==> config.mk <==
export PLATFORM = sky130hd
export DESIGN_NAME = dram_write_arbiter
export DESIGN_NICKNAME = d
export VERILOG_FILES = /design/src/rtl/dram_arb_pkg.sv /design/src/rtl/wr_addr_gen.sv /design/src/rtl/dram_write_arbiter.sv
export SDC_FILE = /design/constraint.sdc
export NUM_CORES = 1
export LEC_CHECK = 0
export CAP_MARGIN = 5
export CORE_AREA = 3 3 166 168
export CTS_CLUSTER_SIZE = 14
export DETAILED_ROUTE_END_ITERATION = 10
export DIE_AREA = 0 0 169 171
export GPL_TIMING_DRIVEN = 0
export REMOVE_ABC_BUFFERS = 1
export SLEW_MARGIN = 30
export SYNTH_ARGS = -nofsm -noshare
export SYNTH_HDL_FRONTEND = slang
export SYNTH_SLANG_ARGS = --single-unit
==> constraint.sdc <==
create_clock -name clk_in -period 2.6 [get_ports clk_in]
set_input_delay 0.52 -clock clk_in [delete_from_list [all_inputs] [get_ports clk_in]]
set_output_delay 0.52 -clock clk_in [all_outputs]
set_load 0.1 [all_outputs]
==> src/rtl/dram_arb_pkg.sv <==
// Shared types and widths for the stereo camera DRAM write arbiter.
package dram_arb_pkg;

    localparam int unsigned DATA_WIDTH         = 128;
    localparam int unsigned DEFAULT_ADDR_WIDTH = 27;

    typedef enum logic [1:0] {
        ARB_IDLE   = 2'd0,
        ARB_GRANT0 = 2'd1,
        ARB_GRANT1 = 2'd2
    } arb_state_t;

endpackage

==> src/rtl/wr_addr_gen.sv <==
// Per-port frame address generator: word counter with tlast reset and wrap,
// sticky overflow flag, frame-done pulse and (with PINGPONG_EN) bank toggle.
// Optional feature macro: PINGPONG_EN.
module wr_addr_gen
    import dram_arb_pkg::*;
#(
    parameter int unsigned NUM_ADDRESSES = 3600,
    parameter int unsigned BASE_ADDR     = 0,
    parameter int unsigned ADDR_WIDTH    = DEFAULT_ADDR_WIDTH
) (
    input  logic                  clk_in,
    input  logic                  rst_n_in,
    input  logic                  hs,
    input  logic                  tlast,
    output logic [ADDR_WIDTH-1:0] addr,
    output logic                  overflow,
    output logic                  frame_done,
    output logic                  front_bank
);

    localparam int unsigned CNT_W = (NUM_ADDRESSES > 1) ? $clog2(NUM_ADDRESSES) : 1;

    logic [CNT_W-1:0] addr_cnt;
    logic             bank;
    logic             at_end_c;

    assign at_end_c = (addr_cnt == CNT_W'(NUM_ADDRESSES - 1));

    // Word counter, overflow flag and frame-done pulse
    always_ff @(posedge clk_in or negedge rst_n_in) begin
        if (!rst_n_in) begin
            addr_cnt   <= '0;
            overflow   <= 1'b0;
            frame_done <= 1'b0;
        end else begin
            frame_done <= hs && tlast;
            if (hs) begin
                if (tlast || at_end_c) begin
                    addr_cnt <= '0;
                end else begin
                    addr_cnt <= addr_cnt + CNT_W'(1);
                end
                if (at_end_c && !tlast) begin
                    overflow <= 1'b1;
                end
            end
        end
    end

`ifdef PINGPONG_EN
    // Alternate between two frame regions; report the bank just finished
    always_ff @(posedge clk_in or negedge rst_n_in) begin
        if (!rst_n_in) begin
            bank       <= 1'b0;
            front_bank <= 1'b0;
        end else if (hs && tlast) begin
            bank       <= ~bank;
            front_bank <= bank;
        end
    end
`else
    assign bank       = 1'b0;
    assign front_bank = 1'b0;
`endif

    // Full word address of the beat currently presented
    assign addr = ADDR_WIDTH'(BASE_ADDR)
                + (bank ? ADDR_WIDTH'(NUM_ADDRESSES) : ADDR_WIDTH'(0))
                + ADDR_WIDTH'(addr_cnt);

endmodule

==> src/rtl/dram_write_arbiter.sv <==
// Two-port round-robin burst arbiter merging left/right camera write streams
// onto one DRAM address+data stream. Zero-latency data path once granted.
// Optional feature macro: PINGPONG_EN (double-buffered frame regions).
module dram_write_arbiter
    import dram_arb_pkg::*;
#(
    parameter int unsigned NUM_ADDRESSES = 3600,
    parameter int unsigned BASE_ADDR_0   = 0,
    parameter int unsigned BASE_ADDR_1   = 8192,
    parameter int unsigned BURST_LEN     = 8,
    parameter int unsigned ADDR_WIDTH    = DEFAULT_ADDR_WIDTH
) (
    input  logic                  clk_in,
    input  logic                  rst_n_in,
    input  logic [DATA_WIDTH-1:0] s0_axis_data,
    input  logic                  s0_axis_valid,
    input  logic                  s0_axis_tlast,
    output logic                  s0_axis_ready,
    input  logic [DATA_WIDTH-1:0] s1_axis_data,
    input  logic                  s1_axis_valid,
    input  logic                  s1_axis_tlast,
    output logic                  s1_axis_ready,
    output logic [DATA_WIDTH-1:0] m_axis_data,
    output logic [ADDR_WIDTH-1:0] m_axis_addr,
    output logic                  m_axis_valid,
    input  logic                  m_axis_ready,
    output logic [1:0]            frame_done_out,
    output logic [1:0]            overflow_out,
    output logic [1:0]            front_bank_out
);

    localparam int unsigned BEAT_W = (BURST_LEN > 1) ? $clog2(BURST_LEN) : 1;

    arb_state_t        state_q, state_d;
    logic              last_grant_q, last_grant_d;
    logic [BEAT_W-1:0] beat_cnt_q, beat_cnt_d;

    logic                  hs_c, hs0_c, hs1_c;
    logic                  grant_port_c, grant_valid_c, grant_last_c, other_valid_c;
    logic                  release_c;
    logic [ADDR_WIDTH-1:0] addr0, addr1;

    assign hs_c          = m_axis_valid && m_axis_ready;
    assign hs0_c         = hs_c && (state_q == ARB_GRANT0);
    assign hs1_c         = hs_c && (state_q == ARB_GRANT1);
    assign grant_port_c  = (state_q == ARB_GRANT1);
    assign grant_valid_c = grant_port_c ? s1_axis_valid : s0_axis_valid;
    assign grant_last_c  = grant_port_c ? s1_axis_tlast : s0_axis_tlast;
    assign other_valid_c = grant_port_c ? s0_axis_valid : s1_axis_valid;
    assign release_c     = (hs_c && (grant_last_c || (beat_cnt_q == BEAT_W'(BURST_LEN - 1))))
                         || !grant_valid_c;

    // Arbiter state, round-robin pointer and burst beat counter
    always_ff @(posedge clk_in or negedge rst_n_in) begin
        if (!rst_n_in) begin
            state_q      <= ARB_IDLE;
            last_grant_q <= 1'b1;
            beat_cnt_q   <= '0;
        end else begin
            state_q      <= state_d;
            last_grant_q <= last_grant_d;
            beat_cnt_q   <= beat_cnt_d;
        end
    end

    // Next-state: round-robin grant with bounded bursts
    always_comb begin
        state_d      = state_q;
        last_grant_d = last_grant_q;
        beat_cnt_d   = beat_cnt_q;
        case (state_q)
            ARB_IDLE: begin
                if (s0_axis_valid && s1_axis_valid) begin
                    state_d = last_grant_q ? ARB_GRANT0 : ARB_GRANT1;
                end else if (s0_axis_valid) begin
                    state_d = ARB_GRANT0;
                end else if (s1_axis_valid) begin
                    state_d = ARB_GRANT1;
                end
            end
            ARB_GRANT0, ARB_GRANT1: begin
                if (release_c) begin
                    beat_cnt_d   = '0;
                    last_grant_d = grant_port_c;
                    if (other_valid_c) begin
                        state_d = grant_port_c ? ARB_GRANT0 : ARB_GRANT1;
                    end else if (grant_valid_c) begin
                        state_d = state_q;
                    end else begin
                        state_d = ARB_IDLE;
                    end
                end else if (hs_c) begin
                    beat_cnt_d = beat_cnt_q + BEAT_W'(1);
                end
            end
            default: state_d = ARB_IDLE;
        endcase
    end

    // Zero-latency mux of the granted port onto the merged stream
    always_comb begin
        m_axis_valid  = 1'b0;
        m_axis_data   = '0;
        m_axis_addr   = '0;
        s0_axis_ready = 1'b0;
        s1_axis_ready = 1'b0;
        case (state_q)
            ARB_GRANT0: begin
                m_axis_valid  = s0_axis_valid;
                m_axis_data   = s0_axis_data;
                m_axis_addr   = addr0;
                s0_axis_ready = m_axis_ready;
            end
            ARB_GRANT1: begin
                m_axis_valid  = s1_axis_valid;
                m_axis_data   = s1_axis_data;
                m_axis_addr   = addr1;
                s1_axis_ready = m_axis_ready;
            end
            default: ;
        endcase
    end

    wr_addr_gen #(
        .NUM_ADDRESSES (NUM_ADDRESSES),
        .BASE_ADDR     (BASE_ADDR_0),
        .ADDR_WIDTH    (ADDR_WIDTH)
    ) u_addr_gen0 (
        .clk_in     (clk_in),
        .rst_n_in   (rst_n_in),
        .hs         (hs0_c),
        .tlast      (s0_axis_tlast),
        .addr       (addr0),
        .overflow   (overflow_out[0]),
        .frame_done (frame_done_out[0]),
        .front_bank (front_bank_out[0])
    );

    wr_addr_gen #(
        .NUM_ADDRESSES (NUM_ADDRESSES),
        .BASE_ADDR     (BASE_ADDR_1),
        .ADDR_WIDTH    (ADDR_WIDTH)
    ) u_addr_gen1 (
        .clk_in     (clk_in),
        .rst_n_in   (rst_n_in),
        .hs         (hs1_c),
        .tlast      (s1_axis_tlast),
        .addr       (addr1),
        .overflow   (overflow_out[1]),
        .frame_done (frame_done_out[1]),
        .front_bank (front_bank_out[1])
    );

endmodule

==> impl_metrics.ini <==
[layout]
syn2layout_area_growth_pct = 163
seqCellArea_sq_um = 853
layout.filler_cells = 2614
multiInputGateArea_sq_mm = 0.00273
final_core_utilization_pct = 35.0
drive_above_1_share_pct = 29.4
fin_cells = 1136
num-nets-final = 1071
postLayoutCellArea_sq_mm = 0.00912

[sta]
report.final.slew_viol_count = 0
setup_tns_ns = 0
slew_headroom_pct = 34.9
setup-violations-final = 0
hold_violations = 0
max_clock_freq_mhz = 388
worst_max_slew_pin_slew_ns = 0.980
finalCriticalPeriod_ns = 2.57
final_critical_path_setup_slack_ns = 0.0251
timing.final.crit_share_pct = 99.0
grt_setup_unrepaired = true
hold-worst-slack_ns = 0.177
finalClockSkew_ns = 0.00376

[floorplan]
top_level_ports = 427
die_height_um = 171
die_w_um = 169
design.die.area_sq_mm = 0.0289
initial_core_util_pct = 13.3
core_area_sq_mm = 0.0261
row_count = 59

[clock_network]
worstSkewPairLatency_ns = 0.28
postCtsHoldBufs = 0
clkTransAtPathRegs_ns = 0.06
htree_num_levels = 2
total_clock_buffers_created_by_cts = 5
tritoncts_num_sinks = 34
cts_tree = done
root_buffer = clkbuf_16
maximum_root_to_sink_buffer_count = 2

[detailed_routing]
drt_pre_antenna_iters = 4
drcViolationCount = 0
postRouteWirelength_mm = 26.3
post_drt_wl_per_cell_um = 23.2
vias_per_cell = 4.57
antenna_violating_nets_post_route = 0
dr.first_iter.drc_count = 311
vias = 5187

[global_routing]
global_route.usage.total_pct = 16.0
globalRoute.totalOverflow = 0
via_count_of_the_first_global_routing_pass = 4900
global_route_wire_length_before_repair_mm = 34.5
number_of_antenna_violations_at_the_first_check_in_global_routing = 1
grt_max_degree = 63

[power_and_ir_drop]
p_int_mw = 4.48
p_comb_share_pct = 90.1
clock_power_share_pct = 4.8
swShare_pct = 64.5
vdd_drop_max_mv = 0.923
power.static_leakage_nw = 3.90
fin_total_pwr_mw = 12.6
p_seq_share_pct = 5.0
power-per-cell-area_mw_per_mm2 = 1380
net-switching-power_mw = 8.14

[critical_path]
setup.worst_path.start_class = flop
crit_path_end_kind = output pin
crit_type = flop to output pin
critical-path-top-delay-family = buffers and inverters
cp_max_fo = 8
critPathRequiredTime_ns = 2.08
timing.critical_path.cells = inv_2 -> ha_4 -> and2_4 -> buf_12 -> clkbuf_16 -> a22o_4 -> buf_12
crit_path_buf_inv_count = 4
critPathMostFrequentCell = buf_12
worst_ep_arrival_time_ns = 2.05
slowest_stage_cell_cp = dfrtp_1
crit_path_max_incr_delay_ns = 0.38

[outcome]
run_status = finished clean

[synthesis]
proportion_of_netlist_area_held_by_the_largest_area_contributor_pct = 36.3
synth_warnings = 0
synth.yosys.seq_area_share_pct = 24.5
synth_edf_count = 0
muxShareOfSynthArea_pct = 2.45
post_synth_and_or_nand_nor_area_fraction_pct = 14.6
synth_top_cells_by_area = a22o_1 36%, dfrtp_1 24%, buf_4 4.8%
cell_type_contributing_the_most_total_cell_area_after_synthesis = a22o_1
synth_cells = 399
ys_ff_latch = 34
synth-xor-area-share_pct = 2.27
async_reset_ff_share_pct = 100
synth.top_cells.by_count = 144 x a22o_1, 34 x clkbuf_1, 33 x dfrtp_1
ys_dominant_reg_cell = dfrtp_1
synthesized_area_fraction_occupied_by_adder_cells_pct = 3.24
synthesis.area_sq_mm = 0.00347
synthesis.area_per_instance_sq_um = 8.70
synthMostInstantiatedCell = a22o_1
synth.distinct_cells = 48
synth-compound-area-share_pct = 43.1
combinational_family_with_the_most_area_after_synthesis = compound AO/OA/AOI/OAI gates

[placed_design]
postPlaceCellArea_sq_mm = 0.00775
place.gp.congestion = 0.831
hpwlAfterDp_mm = 20.9
dpl_worst_slack_ns = -1.10
io_buffer_count = 410
placed_cells = 1103

[worst_hold_path]
hold_path.class = input port to async pin

[run]
maxCapViolCount = 0
power by group through the flow:
stage	Clock [mW]	Sequential (mW)	Combinational, mW
2_1_floorplan	0	0.648	7.16
3_3_place_gp	0	0.645	7.80
3_5_place_dp	0	0.650	9.62
4_1_cts	0.613	0.635	11.0
5_1_grt	0.638	0.646	11.7
6_report	0.608	0.636	11.4
layer usage:
layer  up-vias  wire, um  global-route usage, %
li1       2360         -                      -
met1      2536     10400                   19.7
met2       266     13100                   28.2
met3        25      2320                   4.78
met4         0       503                   2.72
met5         -         0                      0
layout make-up:
type	count	area share, %
tap	335	4.59
clock inverter	1	0.0549
inverter	5	0.206
multi-input combinational	318	29.9
sequential	34	9.35
timing repair buffer	435	54.3
antenna	1	0.0274
clock buffer	7	1.56
repair_timing:
item | CTS | global route
pin swaps | 8 | 25
gates cloned | 7 | 3
endpoints found under the hold margin | 0 | 0
endpoints found under the setup margin | 146 | 131
resized for setup | 957 | 33
setup buffers | 9 | 7
path summary, 6_finish.rpt:
path,start,to,slack (ns),depth (start not counted)
setup / recovery,state_q[0],m_axis_data[33],0.03,7
hold / removal,rst_n_in,u_addr_gen1.addr_cnt[7],0.18,1
setup reg to reg,state_q[0],u_addr_gen1.addr_cnt[11],0.20,9
hold reg to reg,u_addr_gen0.overflow,u_addr_gen0.overflow,0.46,1
max in group asynchronous,rst_n_in,last_grant_q,1.90,2
min in group clk_in,u_addr_gen0.overflow,u_addr_gen0.overflow,0.46,1
sequential cells by signal (all words and copies together), names as in the netlist:
signal and flops:
state_q 2, u_addr_gen0.addr_cnt 12, last_grant_q 1, u_addr_gen1.addr_cnt 12, u_addr_gen1.frame_done 1, u_addr_gen1.overflow 1
u_addr_gen0.frame_done 1, beat_cnt_q 3, u_addr_gen0.overflow 1
placed cells by master, fill, tap and decap left out, drive strengths merged, types with 3 or more instances in the layout:
cell	count
a21o	3
a21oi	12
a22o	144
and2	9
and3	3
buf	160
clkbuf	16
clkdlybuf4s50	263
conb	16
dfrtp	33
ha	9
inv	5
mux2	4
mux2i	4
nand2	15
nand2b	3
nand3	10
nand4	3
nor2	16
nor3	3
nor4	8
o21ai	10
o31ai	4
or3	5
or4	4
xnor2	8
worst register-to-register path: stages, from the launching register on:
cell	delay [ns]
dfrtp_1	0.36
inv_2	0.08
ha_4	0.31
buf_4	0.12
buf_4	0.10
buf_4	0.11
nand3_1	0.20
or2_4	0.37
or4_1	0.52
a21oi_1	0.15
cells by family (layout without fill, tap and decap cells):
logic type | after synthesis | after routing
compound gates | 182 | 182
xor+xnor | 9 | 9
fa+ha+maj | 9 | 9
buf+inv | 66 | 448
flops | 34 | 34
mux | 8 | 8
other cells | 1 | 17
simple gates | 90 | 94
No activity file was read; power rests on OpenSTA's default activity.
